===== src/rtl/pac_mport.sv =====
// pac_mport: packet action/dispatch stage.
// Applies the per-packet action carried with the head beat, replicates each
// beat to the switch path and to a subset of direct ports with one cycle of
// latency, gates switch-path admission on per-priority free-buffer thresholds,
// builds TSN metadata and keeps packet-out / drop / error counters.
// Optional feature: define PAC_PING_CNT_EN to add the 16-bit ping_cnt output.
//
// state | meaning
// IDLE  | waiting for a head beat; middle/tail beats are ignored
// TRANS | packet in progress, beats forwarded per reg_dest
// DISC  | packet in progress with no destination, beats discarded
module pac_mport #(
    parameter int PORT_NUM = 4,
    parameter int ID_W     = 5
) (
    input  logic                  clk,
    input  logic                  rst_n,
    input  logic [133:0]          in_pac_data,
    input  logic                  in_pac_data_wr,
    input  logic [PORT_NUM+4:0]   in_pac_action,
    input  logic                  in_pac_action_wr,
    input  logic [ID_W-1:0]       bufm_ID_count,
    input  logic [8*ID_W-1:0]     cfg_thr,
    output logic [133:0]          out_pac_data,
    output logic                  out_pac_data_wr,
    output logic                  out_pac_valid,
    output logic                  out_pac_valid_wr,
    output logic [23:0]           out_pac_tsn_md,
    output logic                  out_pac_tsn_md_wr,
    output logic [133:0]          out_port_data,
    output logic [PORT_NUM-1:0]   out_port_data_wr,
    output logic [PORT_NUM-1:0]   out_port_valid_wr,
    output logic [63:0]           pktout_cnt,
    output logic [31:0]           drop_cnt,
    output logic [15:0]           err_cnt,
`ifdef PAC_PING_CNT_EN
    output logic [15:0]           ping_cnt,
`endif
    output logic [7:0]            bufm_ID_cnt
);

    typedef enum logic [1:0] {IDLE, TRANS, DISC} state_t;

    state_t              state, state_nxt;
    logic [PORT_NUM:0]   reg_dest, dest_nxt;
    logic [PORT_NUM:0]   cur_dest;
    logic [PORT_NUM:0]   new_dest;
    logic [PORT_NUM+4:0] act;
    logic [2:0]          act_pri;
    logic                act_sw;
    logic [PORT_NUM-1:0] act_map;
    logic                act_tsn;
    logic [ID_W-1:0]     thr_sel;
    logic                admit_sw;
    logic                is_head, is_mid, is_tail;
    logic                fwd_tail;
    logic                drop_inc, err_inc;

    assign bufm_ID_cnt = 8'(bufm_ID_count);

    // Decode the beat tag and the action presented with a head beat
    always_comb begin
        is_head  = in_pac_data_wr && (in_pac_data[133:132] == 2'b01);
        is_mid   = in_pac_data_wr && (in_pac_data[133:132] == 2'b11);
        is_tail  = in_pac_data_wr && (in_pac_data[133:132] == 2'b10);
        act      = in_pac_action_wr ? in_pac_action : '0;
        act_tsn  = act[0];
        act_map  = act[PORT_NUM:1];
        act_sw   = act[PORT_NUM+1];
        act_pri  = act[PORT_NUM+4:PORT_NUM+2];
        thr_sel  = cfg_thr[act_pri*ID_W +: ID_W];
        admit_sw = act_sw && (bufm_ID_count > thr_sel);
        new_dest = {admit_sw, act_map};
        drop_inc = is_head && ((new_dest == '0) || (act_sw && !admit_sw));
        err_inc  = is_head && (state != IDLE);
    end

    // State register and latched destination set
    always_ff @(posedge clk) begin
        if (!rst_n) begin
            state    <= IDLE;
            reg_dest <= '0;
        end else begin
            state    <= state_nxt;
            reg_dest <= dest_nxt;
        end
    end

    // Next state and the destination set applied to the current beat
    always_comb begin
        state_nxt = state;
        dest_nxt  = reg_dest;
        cur_dest  = '0;
        fwd_tail  = 1'b0;
        if (is_head) begin
            // A head always starts a new packet, even mid-packet.
            cur_dest  = new_dest;
            dest_nxt  = new_dest;
            state_nxt = (new_dest == '0) ? DISC : TRANS;
        end else if ((is_mid || is_tail) && (state != IDLE)) begin
            cur_dest = reg_dest;
            if (is_tail) begin
                fwd_tail  = 1'b1;
                state_nxt = IDLE;
            end
        end
    end

    // Registered beat fan-out; buses return to zero when nothing is written
    always_ff @(posedge clk) begin
        if (!rst_n) begin
            out_pac_data      <= '0;
            out_pac_data_wr   <= 1'b0;
            out_pac_valid     <= 1'b0;
            out_pac_valid_wr  <= 1'b0;
            out_pac_tsn_md    <= '0;
            out_pac_tsn_md_wr <= 1'b0;
            out_port_data     <= '0;
            out_port_data_wr  <= '0;
            out_port_valid_wr <= '0;
        end else begin
            out_pac_data      <= cur_dest[PORT_NUM] ? in_pac_data : '0;
            out_pac_data_wr   <= cur_dest[PORT_NUM];
            out_pac_valid     <= fwd_tail && cur_dest[PORT_NUM];
            out_pac_valid_wr  <= fwd_tail && cur_dest[PORT_NUM];
            out_pac_tsn_md    <= (is_head && admit_sw) ?
                                 {act_pri, in_pac_data[107:96], act_tsn, 8'h00} : '0;
            out_pac_tsn_md_wr <= is_head && admit_sw;
            out_port_data     <= (|cur_dest[PORT_NUM-1:0]) ? in_pac_data : '0;
            out_port_data_wr  <= cur_dest[PORT_NUM-1:0];
            out_port_valid_wr <= fwd_tail ? cur_dest[PORT_NUM-1:0] : '0;
        end
    end

    // Statistics counters: packets out and drops wrap, errors saturate
    always_ff @(posedge clk) begin
        if (!rst_n) begin
            pktout_cnt <= '0;
            drop_cnt   <= '0;
            err_cnt    <= '0;
        end else begin
            if (fwd_tail && (cur_dest != '0))
                pktout_cnt <= pktout_cnt + 64'd1;
            if (drop_inc)
                drop_cnt <= drop_cnt + 32'd1;
            if (err_inc && (err_cnt != 16'hffff))
                err_cnt <= err_cnt + 16'd1;
        end
    end

`ifdef PAC_PING_CNT_EN
    // Count ping heads that reach at least one direct port
    always_ff @(posedge clk) begin
        if (!rst_n)
            ping_cnt <= '0;
        else if (is_head && (|act_map) && (in_pac_data[79:72] == 8'hff))
            ping_cnt <= ping_cnt + 16'd1;
    end
`endif

endmodule


===== config.mk =====
export PLATFORM = sky130hd
export DESIGN_NAME = pac_mport
export DESIGN_NICKNAME = d
export VERILOG_FILES = /design/src/rtl/pac_mport.sv
export SDC_FILE = /design/constraint.sdc
export NUM_CORES = 1
export LEC_CHECK = 0
export CAP_MARGIN = 15
export CORE_AREA = 8 8 237 239
export DETAILED_ROUTE_END_ITERATION = 10
export DIE_AREA = 0 0 245 247
export HOLD_SLACK_MARGIN = 0.08
export PLACE_DENSITY_LB_ADDON = 0.1
export SYNTH_ARGS = -nofsm -noshare
export SYNTH_HDL_FRONTEND = slang
export SYNTH_SLANG_ARGS = --single-unit

===== constraint.sdc =====
create_clock -name clk -period 3.69 [get_ports clk]
set_input_delay 0.369 -clock clk [delete_from_list [all_inputs] [get_ports clk]]
set_output_delay 0.369 -clock clk [all_outputs]
set_load 0.005 [all_outputs]

# After elaboration in Yosys (flattened, before gate mapping)
# Index checks and enable logic that the tools add are counted.
[op_classes]
addsub = 3
multipliers = 1
div_mod_pow = 0
n_lt_le_gt_ge = 1
eq_ne = 4
n_shift = 1
n_mux = 10
n_bitwise = 0
reduce_logical = 27
[ops]
columns = ["cell", "n"]
rows = [
  ["64-bit by 1-bit adder with 64-bit output (second input constant)", 1],
  ["40-bit by 7-bit indexed part select with 5-bit output", 1],
  ["32-bit by 1-bit adder with 32-bit output (second input constant)", 1],
  ["16-bit by 1-bit adder with 16-bit output (second input constant)", 1],
  ["16-bit != test (second input constant)", 1],
  ["1-bit logical AND", 12],
  ["5-bit 2-to-1 mux", 2],
  ["2-bit AND reduction", 5],
  ["9-bit 2-to-1 mux", 1],
  ["2-bit 2-to-1 mux", 4],
  ["3-bit by 3-bit multiplier with 6-bit output (second input constant)", 1],
  ["2-bit nonzero test", 3],
  ["5-bit greater-than comparator", 1],
  ["5-bit logical NOT", 1],
  ["5-bit nonzero test", 1],
  ["2-bit equality test (second input constant)", 2],
  ["4-bit OR reduction", 1],
  ["1-bit 2-to-1 mux", 3],
  ["3-bit AND reduction", 1],
  ["2-bit by 1-bit equality test with 1-bit output (second input constant)", 1],
  ["1-bit logical OR", 2],
  ["1-bit logical NOT", 1],
]
[totals]
regBits = 422
latch_bits = 0
mem_bits_rw = 0
romBits = 0
in_bits = 192
out_inout_bits = 424
wordCells = 62
n_memories = 0

# Depth between registers and ports, before layout
# Gate-level depths: netlist of run 1.
[depth]
word_depth = 9
mapped_depth = 16
mapped_depth_nobuf = 12

# Worst setup path before layout of run 1
# Ideal clock, no wire load.
[synth_path]
kind = "input-to-reg"
start = "input in_pac_action_wr"
end = "register pktout_cnt[61]"
setup_ns = 0.071
t_arrival_ns = 3.917
slack_ns = -0.298
cell_stages = 14
path_cell_list = "buf_2 -> inv_1 -> nor2_1 -> mux4_2 -> mux2i_1 -> ha_1 -> and3_1 -> a31o_2 -> a21oi_1 -> a221oi_1 -> clkbuf_1 -> clkbuf_1 -> or4b_2 -> a21oi_1"
[synth_between]
elab_chain_cells = 8
[synth_lines]
columns = ["item", "line_no", "text"]
rows = [
  ["from (decl)", "21", "input logic in_pac_action_wr,"],
  ["9-bit 2-to-1 mux (*)", "66", "act = in_pac_action_wr ? in_pac_action : '0;"],
  ["3-bit by 3-bit multiplier with 6-bit output", "71", "thr_sel = cfg_thr[act_pri*ID_W +: ID_W];"],
  ["40-bit by 7-bit indexed part select with 5-bit output", "71", ""],
  ["5-bit greater-than comparator", "72", "admit_sw = act_sw && (bufm_ID_count > thr_sel);"],
  ["1-bit logical AND", "72", ""],
  ["5-bit 2-to-1 mux (*)", "95", "if (is_head) begin"],
  ["5-bit nonzero test (*)", "142", "if (fwd_tail && (cur_dest != '0))"],
  ["1-bit logical AND (*)", "142", ""],
  ["to (signal assigned)", "143", "pktout_cnt <= pktout_cnt + 64'd1;"],
  ["to (decl)", "33", "output logic [63:0] pktout_cnt,"],
]
# Every way passes the cells marked *; elsewhere a longest branch is shown, timed or not.
# A chain may end at the register's enable or synchronous reset.

# Worst setup path in the final report of run 1
[layout_path]
start = "input in_pac_action_wr"
end = "register pktout_cnt[51]"
# Same word-level chain as after synthesis.

==> results of run 1 <==
placed cells by master, fill, tap and decap left out, types with 11 or more instances in the layout:
cell type and instances:
nand2_1 62, nor4_1 17, buf_12 13, or3_1 25, a21oi_1 69, clkbuf_16 47
nand4_1 37, or4_1 28, o31ai_1 25, xor2_1 20, xnor2_1 35, dfxtp_1 414
and3_1 157, clkdlybuf4s50_1 603, and2_1 157, nand3_1 39, nor3_1 17, nor2_1 81
buf_4 29, conb_1 11, inv_1 11, o21ai_0 32
cell families after synthesis:
group | count (synthesis) | share of synthesized area, %
flip-flops | 414 | 58.1
XOR/XNOR | 55 | 3.38
AO/OA/AOI/OAI | 158 | 6.64
other | 1 | 0.0263
adder cells (fa/ha/maj) | 8 | 0.702
buffers and inverters | 117 | 3.60
multiplexers | 10 | 1.14
AND/OR/NAND/NOR | 654 | 26.4
state kept, by name, summed over array words and instances, names as in the netlist:
signal / cells
out_pac_data: 134
out_port_data: 134
pktout_cnt: 64
drop_cnt: 32
err_cnt: 16
out_pac_tsn_md: 16
reg_dest: 5
out_port_data_wr: 4
out_port_valid_wr: 4
state: 2
out_pac_data_wr: 1
out_pac_tsn_md_wr: 1
out_pac_valid_wr: 1
layer usage:
layer | share of wire (%) | up-vias | GRT usage [%]
li1 | - | 6121 | -
met4 | 2.8 | 10 | 6.12
met2 | 49 | 470 | 32.2
met5 | 0.12 | - | 0
met1 | 39 | 5932 | 20.3
met3 | 9.5 | 90 | 7.98
through the flow:
| stage | power [mW] | cell area, um^2 | hold WS (ps) |
|---|---|---|---|
| floorplan | 4.76 | 14300 | 458 |
| global placement | 5.13 | 21300 | 471 |
| detailed placement | 5.13 | 21300 | 487 |
| CTS | 9.89 | 22800 | 217 |
| global route | 10.1 | 22800 | 240 |
| finish | 9.73 | 22900 | 240 |
worst paths after layout:
path / from / end / depth (start not counted)
worst max-delay path: in_pac_action_wr / pktout_cnt[51] / 15
worst max register to register: pktout_cnt[3] / pktout_cnt[39] / 7
worst min-delay path: rst_n / drop_cnt[31] / 2
worst min register to register: reg_dest[3] / out_port_data_wr[3] / 2
final cells by class:
type,count,area (um^2),area share (%)
flip-flops and latches,414,8290,36.3
repair buffers,645,6510,28.5
multi-input cells,896,5560,24.3
clock buffers,63,1320,5.76
well taps,688,861,3.77
clock inverters,20,253,1.11
inverters,12,47.5,0.208
diodes,6,15.0,0.0657
report_power, final:
group	leakage, nW	switching, mW	internal, mW
registers	3.34	0.00995	4.50
clock network	0.769	1.90	2.79
logic	4.57	0.223	0.300
==> summary.txt, run 1 <==
Timing
  • RSZ-0062 raised after global routing: no
  • Max frequency: 0.297 GHz
  • Setup TNS: 0 ps
  • Fin worst setup slack: 318 ps
  • Min cycle time layout: 3370 ps
  • Slew Viols, Final: 0
  • Max_slew headroom: 37.5%
  • Fin. Hold Viols: 0
  • Clk_skew: 16.3 ps
  • Slew @ Worst Pin: 929 ps
  • Ratio of final minimum period to clock period: 91.4%
  • Final setup vio count: 0

Final layout
  • Fraction of layout cells with a size suffix above 1: 6.59%
  • Final Util: 43.8%
  • Filler cells: 5,098
  • Nets: 2,216
  • Final cell count without fillers: 2,744
  • Area growth syn-to-layout: 60.2%

Clock tree
  • H-Tree Depth: 2
  • Hold_buf cts: 0
  • Clk sink count: 414
  • Setup Buffers After CTS: 0
  • Max clock buf depth: 3
  • Post-CTS Resized: 0
  • Clock Latency Late Sink: 580 ps
  • CTS tree: built
  • CTS clk-pin slew, worst paths: 60 ps
  • Clock root buffer: clkbuf_16
  • Clock buffer count from CTS: 47

Floorplanning
  • IO Pins: 616
  • Core area: 0.0522 mm^2
  • Initial core utilization: 27.3%
  • DIE HEIGHT: 247 um
  • Die Wd: 245 um
  • Number of cell rows: 84
  • Die area: 0.0605 mm^2

Yosys
  • Leading area contributor after synthesis: dfxtp_1
  • Async S/R FF share, synth: 0%
  • Number of synthesized flops with an enable pin: 0
  • Mapped cell area: 0.0143 mm^2
  • Most common cell in the netlist: dfxtp_1
  • Synth Instances: 1,417
  • Top cell type's share of synthesized area: 58.1%
  • Post-Syn Area per Cell: 10.1 um^2
  • Synth area leaders: dfxtp_1 58%, and2_1 6.9%, and3_1 6.9%, a21oi_1 2.5%, nor2_1 2.2%
  • Post-synth top flop: dfxtp_1
  • Commonest cells post-synth: 414 x dfxtp_1, 157 x and2_1, 157 x and3_1
  • Seq/Total Area, Yosys: 58.1%
  • Distinct cells, synth: 53
  • Warnings from Yosys: 0
  • Number of synthesized register bits: 414

Setup path
  • Crit-path max FO: 27
  • CP Data Required Time: 4170 ps
  • Critical path arrival: 3850 ps
  • Setup CP Type: in2reg
  • R2R setup slack: 710 ps
  • CP endpoint kind: flop
  • Max incr delay on CP: 500 ps
  • Buf/Inv on CP: 5
  • Slowest CP cell: or4_1
  • Worst Setup Start Kind: primary input
  • Crit-path cells: clkdlybuf4s50_1 > inv_1 > nor2_4 > buf_4 > mux4_2 > mux2i_1 > ha_1 > and3_1 > a31o_2 > a21oi_1 > buf_4 > a221oi_4 > buf_12 > or4_1 > a21oi_1
  • Worst path top cell family by delay: buffers and inverters

Detailed routing
  • Pre-antenna DRT Iters: 5
  • Routed Antenna Nets: 0
  • DRC viols: 0
  • 1st-iter DRT viols: 488
  • Post-Route WL: 60,000 um
  • Via count: 12,623
  • Vias/cell: 4.60
  • Routed len/inst: 21.9 um

Power and ir drop
  • Pwr dens: 426 mW/mm^2
  • Leak: 8.68 nW
  • VDD IR max: 281 uV

Place
  • Routability congestion estimate: 0.829
  • Dpl hpwl: 46,400 um
  • I/O Buffers: 604
  • Dpl cells: 2,655
  • Pre-CTS WS: -248 ps

Worst hold path
  • HP Class: in2reg

Flow run
  • Max-Cap Viols: 0

GRT
  • First-pass GRT wire length: 85,500 um
  • Largest net degree at the start of global routing: 135
  • GR Util All Layers: 18.6%
  • Vias in the first global route: 12,452
  • Total grt overflow: 0
  • Initial antenna violation count: 10

Run status
  • Status: finished clean
No activity file was read; power rests on OpenSTA's default activity.
==> run 2: changes to the inputs <==
--- a/config.mk
+++ b/config.mk
@@ -6,9 +6,10 @@
 export NUM_CORES = 1
 export LEC_CHECK = 0
 export CAP_MARGIN = 15
-export CORE_AREA = 8 8 237 239
+export CORE_AREA = 8 8 231 233
+export CTS_BUF_LIST = sky130_fd_sc_hd__clkbuf_4
 export DETAILED_ROUTE_END_ITERATION = 10
-export DIE_AREA = 0 0 245 247
+export DIE_AREA = 0 0 239 241
 export HOLD_SLACK_MARGIN = 0.08
 export PLACE_DENSITY_LB_ADDON = 0.1
 export SYNTH_ARGS = -nofsm -noshare
==> constraint.sdc (replaced) <==
create_clock -name clk -period 3.85 [get_ports clk]
set_input_delay 0.385 -clock clk [delete_from_list [all_inputs] [get_ports clk]]
set_output_delay 0.385 -clock clk [all_outputs]
set_load 0.005 [all_outputs]
==> summary.txt, run 2 (synthesis gave the netlist of run 1 again) <==
GRT
  • First-pass GRT wire length: 88,100 um (+3.1%)
  • Largest net degree at the start of global routing: 78 (-42%)
  • Total grt overflow: 0 (unchanged)
  • Initial antenna violation count: 5 (-5)
  • Vias in the first global route: 13,829 (+11%)
  • GR Util All Layers: 20.0% (+1.4 points)

Timing
  • Min cycle time layout: 3250 ps
  • Slew Viols, Final: 0 (unchanged)
  • Setup TNS: 0 ps (unchanged)
  • Fin. Hold Viols: 0 (unchanged)
  • Final setup vio count: 0 (unchanged)
  • Max_slew headroom: 37.1% (-0.42 points)
  • Ratio of final minimum period to clock period: 84.4%
  • Max frequency: 0.308 GHz
  • Clk_skew: 52.1 ps (+35.8 ps)
  • Slew @ Worst Pin: 935 ps (+6.26 ps)
  • RSZ-0062 raised after global routing: no

Detailed routing
  • Post-Route WL: 60,800 um (+1.2%)
  • Routed len/inst: 20.5 um (-6.4%)
  • 1st-iter DRT viols: 503 (+3.1%)
  • Vias/cell: 4.57 (-0.73%)
  • Via count: 13,544 (+7.3%)
  • Routed Antenna Nets: 0 (unchanged)
  • Pre-antenna DRT Iters: 5 (unchanged)
  • DRC viols: 0 (unchanged)

Clock tree
  • Clock Latency Late Sink: 830 ps (+250 ps)
  • H-Tree Depth: 3 (+1)
  • Clock root buffer: clkbuf_4
  • Max clock buf depth: 3 (unchanged)
  • CTS tree: built
  • Clk sink count: 414 (unchanged)
  • Clock buffer count from CTS: 113 (+140%)
  • Setup Buffers After CTS: 0 (unchanged)
  • CTS clk-pin slew, worst paths: 60 ps (about the same)

Setup path
  • Reg-to-reg endpoint: out_port_data[56]
  • Worst Setup Start Kind: primary input
  • Most frequent cell on the critical path: a21oi_1
  • Buf/Inv on CP: 4 (-1)
  • Slowest CP cell: mux4_2
  • CP Data Required Time: 4550 ps (+380 ps)
  • Max incr delay on CP: 500 ps (about the same)
  • R2R setup slack: 850 ps (+140 ps)
  • Crit-path cells: clkdlybuf4s50_1 > inv_1 > nor2_2 > buf_4 > mux4_2 > mux2i_1 > ha_1 > and3_1 > a31o_2 > a21oi_1 > a221oi_4 > buf_12 > or4_1 > a21oi_1
  • R2R Path Start: reg_dest[0]
  • R2R depth: 5 (-2)
  • Critical path arrival: 3950 ps (+100 ps)
  • CP endpoint kind: flop
  • Crit-path max FO: 30 (+11%)
  • Setup CP Type: in2reg
  • Worst path top cell family by delay: buffers and inverters

Run status
  • Status: finished clean

Final layout
  • Filler cells: 4,819 (-5.5%)
  • Area growth syn-to-layout: 67.7%
  • Commonest non-fill, non-tap cell in the layout: clkdlybuf4s50_1
  • Post-route cell area: 0.0239 mm^2 (+4.7%)
  • Fraction of layout cells with a size suffix above 1: 10.3% (+3.7 points)
  • Biggest regs: out_pac_data: 134 flops, out_port_data: 134 flops, pktout_cnt: 64 flops
  • Final cell count without fillers: 2,966 (+8.1%)
  • Commonest cells after routing, fill and taps aside: 603 x clkdlybuf4s50_1, 414 x dfxtp_1, 173 x clkbuf_4
  • Nets: 2,413 (+8.9%)

Power and ir drop
  • VDD IR max: 179 uV (-36%)
  • Power Total: 8.82 mW (-9.4%)
  • Leak: 9.29 nW (+7.0%)
  • Pwr dens: 369 mW/mm^2 (-13%)

Worst hold path
  • Worst hold stages: 2 (unchanged)
  • HP Class: in2reg
  • Critical hold path startpoint: in_pac_data[119]
  • WHS Endpoint: out_pac_data[119]

Floorplanning
  • Initial core utilization: 28.7% (+1.4 points)
  • IO Pins: 616 (unchanged)
  • Die Wd: 239 um (-2.4%)
  • Die area: 0.0576 mm^2 (-4.8%)
  • Core area: 0.0497 mm^2 (-4.9%)
  • Number of cell rows: 82 (-2.4%)
  • DIE HEIGHT: 241 um (-2.4%)

Place
  • Routability congestion estimate: 0.853 (+2.8%)
  • DP Area: 0.0212 mm^2 (-0.39%)
  • I/O Buffers: 604 (unchanged)
  • Dpl cells: 2,638 (-0.64%)
  • Dpl hpwl: 45,300 um (-2.3%)

Flow run
  • Max-Cap Viols: 0 (unchanged)
-- run 2: changes by cell type in the layout (fill, tap and decap cells not counted), moves of 13 or more --
cell / before / now
clkbuf_16: 47 / 0
clkinv_1: 0 / 13
clkbuf_4: 0 / 173
dlygate4sd3_1: 0 / 132
-- run 2: worst max-delay path by stage --
| stage | from | end | slack (ps) | cells past startpoint |
|---|---|---|---|---|
| floorplan | in_pac_action_wr | pktout_cnt[61] | 50 | 14 |
| global placement | in_pac_action_wr | pktout_cnt[49] | -230 | 14 |
| detailed placement | in_pac_action_wr | pktout_cnt[57] | -240 | 14 |
| CTS | in_pac_action_wr | pktout_cnt[19] | 680 | 14 |
| global route | in_pac_action_wr | drop_cnt[27] | 420 | 14 |
| finish | in_pac_action_wr | pktout_cnt[26] | 600 | 14 |
-- run 2: area by class of cell --
class                   count  area, um^2  area share [%]
flip-flops and latches    414        8290            34.6
inverters                  12        47.5           0.199
repair buffers            776        7780            32.5
clock inverters            17         101           0.424
diodes                      6        15.0          0.0628
well taps                 672         841            3.51
clock buffers             173        1300            5.43
multi-input cells         896        5550            23.2
-- run 2: layer usage --
layer | share of wire [%] | wire (um) | global-route usage, %
met5 | 0 | 0 | 0
met4 | 2.8 | 1680 | 7.69
met3 | 8.9 | 5410 | 7.59
met2 | 50 | 30400 | 35.3
met1 | 38 | 23200 | 21.6
-- run 2: where the power goes --
part / internal, mW / leakage (nW) / switching [mW] / total (mW)
logic: 0.371 / 5.11 / 0.249 / 0.621
registers: 4.31 / 3.34 / 0.00964 / 4.32
clock network: 2.08 / 0.843 / 1.80 / 3.88
total: 6.76 / 9.29 / 2.06 / 8.82
-- run 2: what timing repair did --
action,4_1_cts,5_1_grt
endpoints found under the setup margin,0,0
hold buffers,132,0
resized for setup,0,0
hold endpoints to repair,266,0
-- run 2: metrics by stage --
stage / utilization [%] / hold WS [ps] / setup slack, ps
2_1_floorplan: - / 458 / 49.8
4_1_cts: 48.1 / 80.3 / 684
3_3_place_gp: 42.7 / 474 / -233
5_1_grt: 48.2 / 140 / 422
3_5_place_dp: 42.7 / 474 / -245
6_report: 48.2 / 229 / 601
==> run 3: changes to the inputs <==
==> constraint.sdc (replaced) <==
create_clock -name clk -period 3.1 [get_ports clk]
set_input_delay 0.31 -clock clk [delete_from_list [all_inputs] [get_ports clk]]
set_output_delay 0.31 -clock clk [all_outputs]
set_load 0.005 [all_outputs]
==> summary.txt, run 3 (synthesis gave the netlist of run 1 again) <==
Clock tree
  • CTS tree: built
  • Clock buffer count from CTS: 112 (-0.88%)
  • Max clock buf depth: 3 (unchanged)
  • H-Tree Depth: 3 (unchanged)
  • Setup Buffers After CTS: 0 (unchanged)
  • Clock root buffer: clkbuf_4
  • Clock Latency Late Sink: 830 ps (about the same)
  • Clk sink count: 414 (unchanged)
  • CTS clk-pin slew, worst paths: 60 ps (about the same)

Setup path
  • CP endpoint kind: flop
  • CP Data Required Time: 3740 ps (-810 ps)
  • Crit-path max FO: 70 (+130%)
  • Worst setup path start: in_pac_action[8]
  • Worst Setup Start Kind: primary input
  • Critical path arrival: 3640 ps (-310 ps)
  • Setup CP Type: in2reg
  • R2R Path Start: pktout_cnt[4]

Final layout
  • Fraction of layout cells with a size suffix above 1: 10.5% (+0.19 points)
  • Area growth syn-to-layout: 68.0%
  • Biggest regs: out_pac_data: 134 flops, out_port_data: 134 flops, pktout_cnt: 64 flops
  • Filler cells: 4,808 (-0.23%)
  • Post-route cell area: 0.0240 mm^2 (+0.18%)
  • Final cell count without fillers: 2,969 (+0.10%)
  • Nets: 2,427 (+0.58%)
  • Commonest cells after routing, fill and taps aside: 602 x clkdlybuf4s50_1, 414 x dfxtp_1, 157 x and2_1
  • Register area: 0.00829 mm^2 (unchanged)
  • Commonest non-fill, non-tap cell in the layout: clkdlybuf4s50_1
  • Multi-input logic area: 0.00561 mm^2 (+1.1%)

Power and ir drop
  • Leak: 9.29 nW (about the same)
  • Pwr dens: 446 mW/mm^2 (+21%)
  • VDD IR max: 196 uV (+9.6%)
  • Combinational share of power: 7.6% (+0.6 points)
  • Clk pwr share: 42.3% (-1.7 points)
  • Switching power: 2.59 mW (+26%)
  • Sw Share: 24.2% (+0.91 points)
  • Power Internal: 8.10 mW (+20%)
  • Sequential share of power: 50.2% (+1.2 points)

Timing
  • Final setup vio count: 0 (unchanged)
  • Fin. Hold Viols: 0 (unchanged)
  • Slew Viols, Final: 0 (unchanged)
  • Hold Slack: 183 ps (-46.3 ps)
  • Slew @ Worst Pin: 953 ps (+17.1 ps)
  • RSZ-0062 raised after global routing: no
  • Ratio of final minimum period to clock period: 96.9%
  • Min cycle time layout: 3000 ps
  • Clk_skew: 31.2 ps (-20.9 ps)
  • Max_slew headroom: 36.5% (-0.56 points)
  • Max frequency: 0.333 GHz

Place
  • Dpl hpwl: 46,800 um (+3.4%)
  • DP Area: 0.0213 mm^2 (+0.50%)
  • Routability congestion estimate: 0.839 (-1.6%)
  • I/O Buffers: 604 (unchanged)
  • Dpl cells: 2,648 (+0.38%)

Floorplanning
  • Core area: 0.0497 mm^2 (unchanged)
  • Initial core utilization: 28.7% (unchanged)
  • Die Wd: 239 um (unchanged)
  • DIE HEIGHT: 241 um (unchanged)
  • Die area: 0.0576 mm^2 (unchanged)
  • Number of cell rows: 82 (unchanged)
  • IO Pins: 616 (unchanged)

GRT
  • Vias in the first global route: 13,826 (-0.022%)
  • GR Util All Layers: 20.6% (+0.56 points)
  • Largest net degree at the start of global routing: 135 (+73%)
  • Initial antenna violation count: 6 (+1)
  • First-pass GRT wire length: 89,600 um (+1.7%)
  • Total grt overflow: 0 (unchanged)

Detailed routing
  • Vias/cell: 4.60 (+0.69%)
  • Routed Antenna Nets: 0 (unchanged)
  • Via count: 13,651 (+0.79%)
  • Post-Route WL: 63,000 um (+3.7%)
  • DRC viols: 0 (unchanged)
  • Routed len/inst: 21.2 um (+3.6%)
  • Pre-antenna DRT Iters: 5 (unchanged)
  • 1st-iter DRT viols: 625 (+24%)

Worst hold path
  • HP Class: in2reg
  • Critical hold path startpoint: in_pac_action_wr

Flow run
  • Max-Cap Viols: 0 (unchanged)

Run status
  • Status: finished clean
[run 3: final cells by class]
class | count | area share [%]
repair buffers | 791 | 32.9
well taps | 672 | 3.51
clock inverters | 28 | 0.532
multi-input cells | 896 | 23.4
clock buffers | 154 | 4.82
flip-flops and latches | 414 | 34.6
inverters | 12 | 0.230
diodes | 2 | 0.0209
[run 3: power by group through the flow]
stage | registers (mW) | logic (mW) | clock network (mW)
after floorplan | 5.48 | 0.207 | 0
after global placement | 5.48 | 0.638 | 0
after detailed placement | 5.48 | 0.642 | 0
after CTS | 5.36 | 0.811 | 4.74
after global routing | 5.36 | 0.862 | 5.00
final | 5.36 | 0.808 | 4.52
[run 3: timing repair]
item,CTS,global route
hold buffers,135,2
endpoints found under the hold margin,281,2
endpoints found under the setup margin,0,23
gates resized for setup,0,3
[run 3: per-stage QoR]
| step | setup WS [ps] | total power [mW] | setup TNS (ps) | util (%) |
|---|---|---|---|---|
| 6_report | 95.7 | 10.7 | 0 | 48.3 |
| 5_1_grt | 4.52 | 11.2 | 0 | 48.3 |
| 4_1_cts | 144 | 10.9 | 0 | 48.2 |
| 3_5_place_dp | -805 | 6.12 | -145340 | 42.9 |
| 3_3_place_gp | -766 | 6.12 | -136920 | 42.9 |
| 2_1_floorplan | -126 | 5.69 | -2740 | - |
[run 3: path summary, 6_finish.rpt]
path,cells after the start,slack (ps),to
hold / removal,4,180,state[1]
setup reg to reg,7,410,pktout_cnt[35]
setup / recovery,14,100,pktout_cnt[44]
hold reg to reg,2,490,reg_dest[3]
[run 3: worst max-delay path: stages]
cell	delay (ps)
clkdlybuf4s50_1	470
inv_1	80
nor2_4	210
mux4_2	530
mux2i_1	160
ha_1	270
a21o_1	190
a21oi_2	260
a21oi_4	110
a221oi_4	360
buf_12	300
buf_4	180
or3_1	100
a21oi_1	60
[run 3: layer usage]
metal / GRT usage, % / wire [um] / vias up
met2: 35.2 / 30700 / 491
met4: 8.88 / 2010 / 4
met3: 7.73 / 5390 / 115
met5: 0 / 28 / -
met1: 22.8 / 24900 / 6444
li1: - / - / 6597
